<file path="src/rtl/enum_fsm_bank.sv">
// -----------------------------------------------------------------------------
// enum_fsm_bank
//
// Bank of NCH independent 3-state rotor FSMs (FOO -> BAR -> BAZ -> FOO).
// Each channel sits in its own generate scope and declares its own
// enum { FOO, BAR, BAZ } with a channel-specific encoding:
//   FOO = k%3, BAR = (k+1)%3, BAZ = (k+2)%3   (encoding 3 is unused)
// so identical enum names coexist in sibling scopes.
//
// Every channel also keeps a saturating counter of entries into BAZ and
// produces a one-cycle wrap pulse after an advance from BAZ to FOO.
//
// Ports:
//   clk        in   1        rising-edge clock
//   rst_n      in   1        asynchronous active-low reset
//   en         in   1        global enable; 0 holds every channel (loads too)
//   cmd        in   2*NCH    channel k at [2k+1:2k]:
//                            00 hold, 01 advance, 10 retreat, 11 load
//   state_out  out  2*NCH    registered enum value, channel k at [2k+1:2k]
//   cnt_out    out  CW*NCH   BAZ-entry counter, channel k at [CW*k+CW-1:CW*k]
//   wrap       out  NCH      registered pulse: advance taken from BAZ to FOO
//   sat        out  NCH      counter of channel k equals 2^CW-1
//
// There is no handshake: a command is sampled on every rising edge where
// en is 1, and its effect is visible on the outputs one cycle later.
// No combinational path exists from cmd or en to any output.
// -----------------------------------------------------------------------------
module enum_fsm_bank #(
    parameter int NCH = 4,
    parameter int CW  = 3
) (
    input  logic              clk,
    input  logic              rst_n,
    input  logic              en,
    input  logic [2*NCH-1:0]  cmd,
    output logic [2*NCH-1:0]  state_out,
    output logic [CW*NCH-1:0] cnt_out,
    output logic [NCH-1:0]    wrap,
    output logic [NCH-1:0]    sat
);

    localparam logic [1:0] CMD_HOLD    = 2'b00;
    localparam logic [1:0] CMD_ADVANCE = 2'b01;
    localparam logic [1:0] CMD_RETREAT = 2'b10;
    localparam logic [1:0] CMD_LOAD    = 2'b11;

    localparam logic [CW-1:0] CNT_MAX = {CW{1'b1}};
    localparam logic [CW-1:0] CNT_ONE = CW'(1);

    for (genvar k = 0; k < NCH; k++) begin : g_ch

        // Channel-specific encoding of the shared enum names.
        localparam logic [1:0] L_FOO = 2'(k % 3);
        localparam logic [1:0] L_BAR = 2'((k + 1) % 3);
        localparam logic [1:0] L_BAZ = 2'((k + 2) % 3);

        typedef enum logic [1:0] {
            FOO = L_FOO,
            BAR = L_BAR,
            BAZ = L_BAZ
        } state_t;

        state_t          r_state;
        logic [CW-1:0]   r_cnt;
        logic            r_wrap;

        logic [1:0]      w_cmd;
        state_t          w_next;
        logic            w_enter_baz;
        logic            w_wrap_set;
        logic            w_clear_cnt;

        assign w_cmd = cmd[2*k +: 2];

        // Next-state decode. Any state value outside FOO/BAR/BAZ (only
        // reachable through upsets) falls to FOO with no count and no wrap,
        // whatever the command is.
        always_comb begin
            w_next      = r_state;
            w_enter_baz = 1'b0;
            w_wrap_set  = 1'b0;
            w_clear_cnt = 1'b0;
            case (w_cmd)
                CMD_LOAD: begin
                    w_next      = FOO;
                    w_clear_cnt = 1'b1;
                end
                CMD_ADVANCE: begin
                    case (r_state)
                        FOO: w_next = BAR;
                        BAR: begin
                            w_next      = BAZ;
                            w_enter_baz = 1'b1;
                        end
                        BAZ: begin
                            w_next     = FOO;
                            w_wrap_set = 1'b1;
                        end
                        default: w_next = FOO;
                    endcase
                end
                CMD_RETREAT: begin
                    case (r_state)
                        FOO: begin
                            w_next      = BAZ;
                            w_enter_baz = 1'b1;
                        end
                        BAZ:     w_next = BAR;
                        BAR:     w_next = FOO;
                        default: w_next = FOO;
                    endcase
                end
                default: begin
                    // CMD_HOLD: keep the state unless it is illegal.
                    case (r_state)
                        FOO, BAR, BAZ: w_next = r_state;
                        default:       w_next = FOO;
                    endcase
                end
            endcase
        end

        // State, counter and wrap registers. With en low the channel holds
        // and the wrap pulse is dropped.
        always_ff @(posedge clk or negedge rst_n) begin
            if (!rst_n) begin
                r_state <= FOO;
                r_cnt   <= '0;
                r_wrap  <= 1'b0;
            end else if (!en) begin
                r_wrap  <= 1'b0;
            end else begin
                r_state <= w_next;
                r_wrap  <= w_wrap_set;
                if (w_clear_cnt) begin
                    r_cnt <= '0;
                end else if (w_enter_baz && (r_cnt != CNT_MAX)) begin
                    r_cnt <= r_cnt + CNT_ONE;
                end
            end
        end

        assign state_out[2*k +: 2]  = r_state;
        assign cnt_out[CW*k +: CW]  = r_cnt;
        assign wrap[k]              = r_wrap;
        assign sat[k]               = (r_cnt == CNT_MAX);
    end

endmodule
</file>
<file path="config.mk">
export PLATFORM = sky130hd
export DESIGN_NAME = enum_fsm_bank
export DESIGN_NICKNAME = d
export VERILOG_FILES = /design/src/rtl/enum_fsm_bank.sv
export SDC_FILE = /design/constraint.sdc
export NUM_CORES = 1
export LEC_CHECK = 0
export CAP_MARGIN = 25
export CELL_PAD_IN_SITES_DETAIL_PLACEMENT = 2
export CELL_PAD_IN_SITES_GLOBAL_PLACEMENT = 2
export CORE_UTILIZATION = 32
export CTS_BUF_LIST = sky130_fd_sc_hd__clkbuf_16
export CTS_CLUSTER_DIAMETER = 60
export DETAILED_ROUTE_END_ITERATION = 16
export PLACE_DENSITY_LB_ADDON = 0.1
export SLEW_MARGIN = 15
export SYNTH_ARGS = -nofsm -noshare
export SYNTH_HDL_FRONTEND = slang
export SYNTH_SLANG_ARGS = --single-unit
</file>
<file path="constraint.sdc">
create_clock -name clk -period 2.15 [get_ports clk]
set_clock_uncertainty 0.2 [all_clocks]
set_input_delay 0.215 -clock clk [delete_from_list [all_inputs] [get_ports clk]]
set_output_delay 0.215 -clock clk [all_outputs]
set_load 0.02 [all_outputs]
</file>
==> impl_results.md <==
- Post-synthesis simple-gate area fraction: 18.8%
- Largest net degree at the start of global routing: 32
- Mapped Cells: 186
- Worst vdd ir: 0.474 mV
- Post-synth EDFFs: 0
- Final setup margin: 0.0135 ns
- Status: finished, final reports clean
- RR Startpoint: g_ch[0].r_cnt[0]$_DFFE_PN0P_
- # setup viols final: 0
- Hold Fails Final Rpt: 0
- Max Clock Freq: 0.468 GHz
- Area growth syn-to-layout: 45.5%
- Final WL: 5.34 mm
- Die Area: 6060 µm²
- I/O Buffers: 38
- Crit-path slowest cell: or3b_4
- TritonCTS clock tree: done
- Xor and xnor area share after synthesis: 0%
- Unique masters post-synth: 40
- Commonest non-fill, non-tap cell in the layout: clkdlybuf4s50_1
- Area leader, netlist: dfrtp_1
- Tcrit/Tclk final: 99.4%
- Mapped Nets: 230
- Area share of fa/ha/maj cells after synthesis: 22.4%
- Min Tclk post-route: 2.14 ns
- Initial Util: 33.4%
- Sequential share of the synthesized area: 32.8%
- Die Width: 77.8 µm
- CTS buffer count: 3
- Area fraction of the dominant cell type after synthesis: 29.9%
- RD Place Congestion: 0.844
- # rows: 27
- # DRC: 0
- Min-Delay Path Class: in -> async
- Largest stage delay, worst path: 0.44 ns
- Total Routing Usage GR: 19.1%
- Wirelength per Cell: 16.5 µm
- # clock sinks: 24
- CTS Hold Bufs: 0
- Worst Path Required: 2.11 ns
- Worst-Margin Slew: 0.395 ns
- Vias in the first global route: 1876
- First-pass GRT wire length: 9.23 mm
- Diode count: 0
- Post-Syn Area per Cell: 9.89 µm²
- Pwr Density: 997 nW/µm²
- Crit path kind: reg -> reg
- Clock root cell: clkbuf_16
- Clk_lat worst skew: 0.26 ns
- GRT overflow: 0
- Async SR Flop Fraction: 100%
- Arrival @ worst endpoint: 2.10 ns
- Compound-cell area share of the yosys netlist: 13.3%
- Static leakage: 1.25 nW
- Max Transition Viols Final: 0
- Crit start category: flop
- Number of synthesized register bits: 24
- Initial antenna violation count: 0
- Worst Path Max Fanout: 4
- Clock-pin slew on the worst setup and hold paths: 0.07 ns
- Clock Path Buffers: 2
- MaxCap Viol Count: 0
- Crit. Startpoint: g_ch[0].r_cnt[0]$_DFFE_PN0P_
- Unrepaired setup endpoints after global routing: true
- Worst Setup End Kind: flop
- Htree depth: 1
- Final-stage net count: 296
- Dominant synthesized flop cell: dfrtp_1
- Vias per cell: 5.09
- Via Count: 1643
- Synth warn: 0
- Most frequent cells in the layout: clkdlybuf4s50_1, ha_1, buf_4
- Post-DP HPWL: 4.06 mm
- Largest family of logic cells by synthesized area: adder cells
- Post-layout util: 48.6%
- Core Area: 5510 µm²
- Post-synthesis mux area share: 5.92%
- Worst path cell trace: ha_4 -> ha_4 -> or3_4 -> or3b_4 -> o311ai_2
- Total iterations of the first detailed-routing run: 4
- DR iter-0 viols: 63
- Post-route ant nets: 0
- Layout cells sized above 1: 24.7%
- Mapped Area: 1840 µm²
- Die Y: 77.8 µm
- Setup WS pre-CTS: -0.325 ns
- Design Power: 2.67 mW
- Boundary Pins: 39
- Top cells by area, synth: dfrtp_1, ha_1, inv_1
- Rel. slew slack: 73.7%
- Most used cell, CP: ha_4
metal layers:
layer	share of wire, %	wire (µm)	vias to the layer above	global-route usage [%]
met5	0	0	-	0
met2	51	2750	26	35.7
li1	-	-	790	-
met3	2.4	127	4	1.65
met4	0.86	46	0	4.15
met1	45	2420	823	23.4
cells by family (layout without fill, tap and decap cells):
family          after synthesis  in the layout
simple gates                 57             57
flops                        24             24
mux                          10             10
compound gates               33             33
fa+ha+maj                    33             33
buf+inv                      29             94
timing repair:
item / CTS / global route
buffers inserted: 1 / 0
setup endpoints to repair: 3 / 9
gates resized for setup: 7 / 10
pin swaps: 3 / 1
endpoints found under the hold margin: 0 / 0
sequential cells by signal, indices dropped and copies added (netlist names):
register	cells
g_ch.r_state	8
g_ch.r_cnt	12
g_ch.r_wrap	4
critical path: cells and delay by family (launching register included):
family | cells | cell delay (ns)
compound gates | 1 | 0.29
fa+ha+maj | 2 | 0.34
simple gates | 2 | 0.78
flops | 1 | 0.43
metrics by stage:
step                      instance area (µm²)  hold WS, ns  std cells  TNS, ns
after floorplan                          1850       -0.281        186        0
after detailed placement                 2500        0.329        318    -3.32
after CTS                                2640        0.143        323        0
after global placement                   2500        0.316        318    -1.79
after global routing                     2680        0.165        323  -0.0299
final                                    2680        0.126        323        0
final timing paths:
path / to / slack (ns) / cells past startpoint
worst max-delay path: g_ch[0].r_cnt[2]$_DFFE_PN0P_ / 0.01 / 5
worst min-delay path: g_ch[0].r_state[0]$_DFFE_PN0P_ / 0.13 / 2
worst max register to register: g_ch[0].r_cnt[2]$_DFFE_PN0P_ / 0.01 / 5
worst min register to register: g_ch[2].r_state[1]$_DFFE_PN1P_ / 0.34 / 2
max in group asynchronous: g_ch[1].r_state[0]$_DFFE_PN1P_ / 1.33 / 2
min in group clk: g_ch[2].r_state[1]$_DFFE_PN1P_ / 0.34 / 2
power breakdown:
group | leakage [nW] | switching [mW] | internal, mW
registers | 0.291 | 0.167 | 0.599
logic | 0.917 | 0.726 | 0.756
clock network | 0.0385 | 0.170 | 0.249
cells in the mapped netlist, types with 3 or more instances:
cell / instances
a22oi_1: 3
buf_4: 4
dfrtp_1: 22
ha_1: 33
inv_1: 22
mux2_2: 4
mux2i_1: 5
nand2_1: 9
nand2b_1: 11
nor2_1: 5
nor2b_1: 10
nor3_1: 4
o21ai_0: 10
o311ai_0: 4
o311ai_1: 5
or4_1: 4
cell type report:
type | instances | area, µm²
fillers | 574 | 2830
multi-input cells | 133 | 1200
repair buffers | 68 | 619
flip-flops and latches | 24 | 608
well taps | 72 | 90.1
inverters | 22 | 82.6
clock buffers | 3 | 75.1
clock inverters | 1 | 3.75
(Power assumes the default switching activity.)
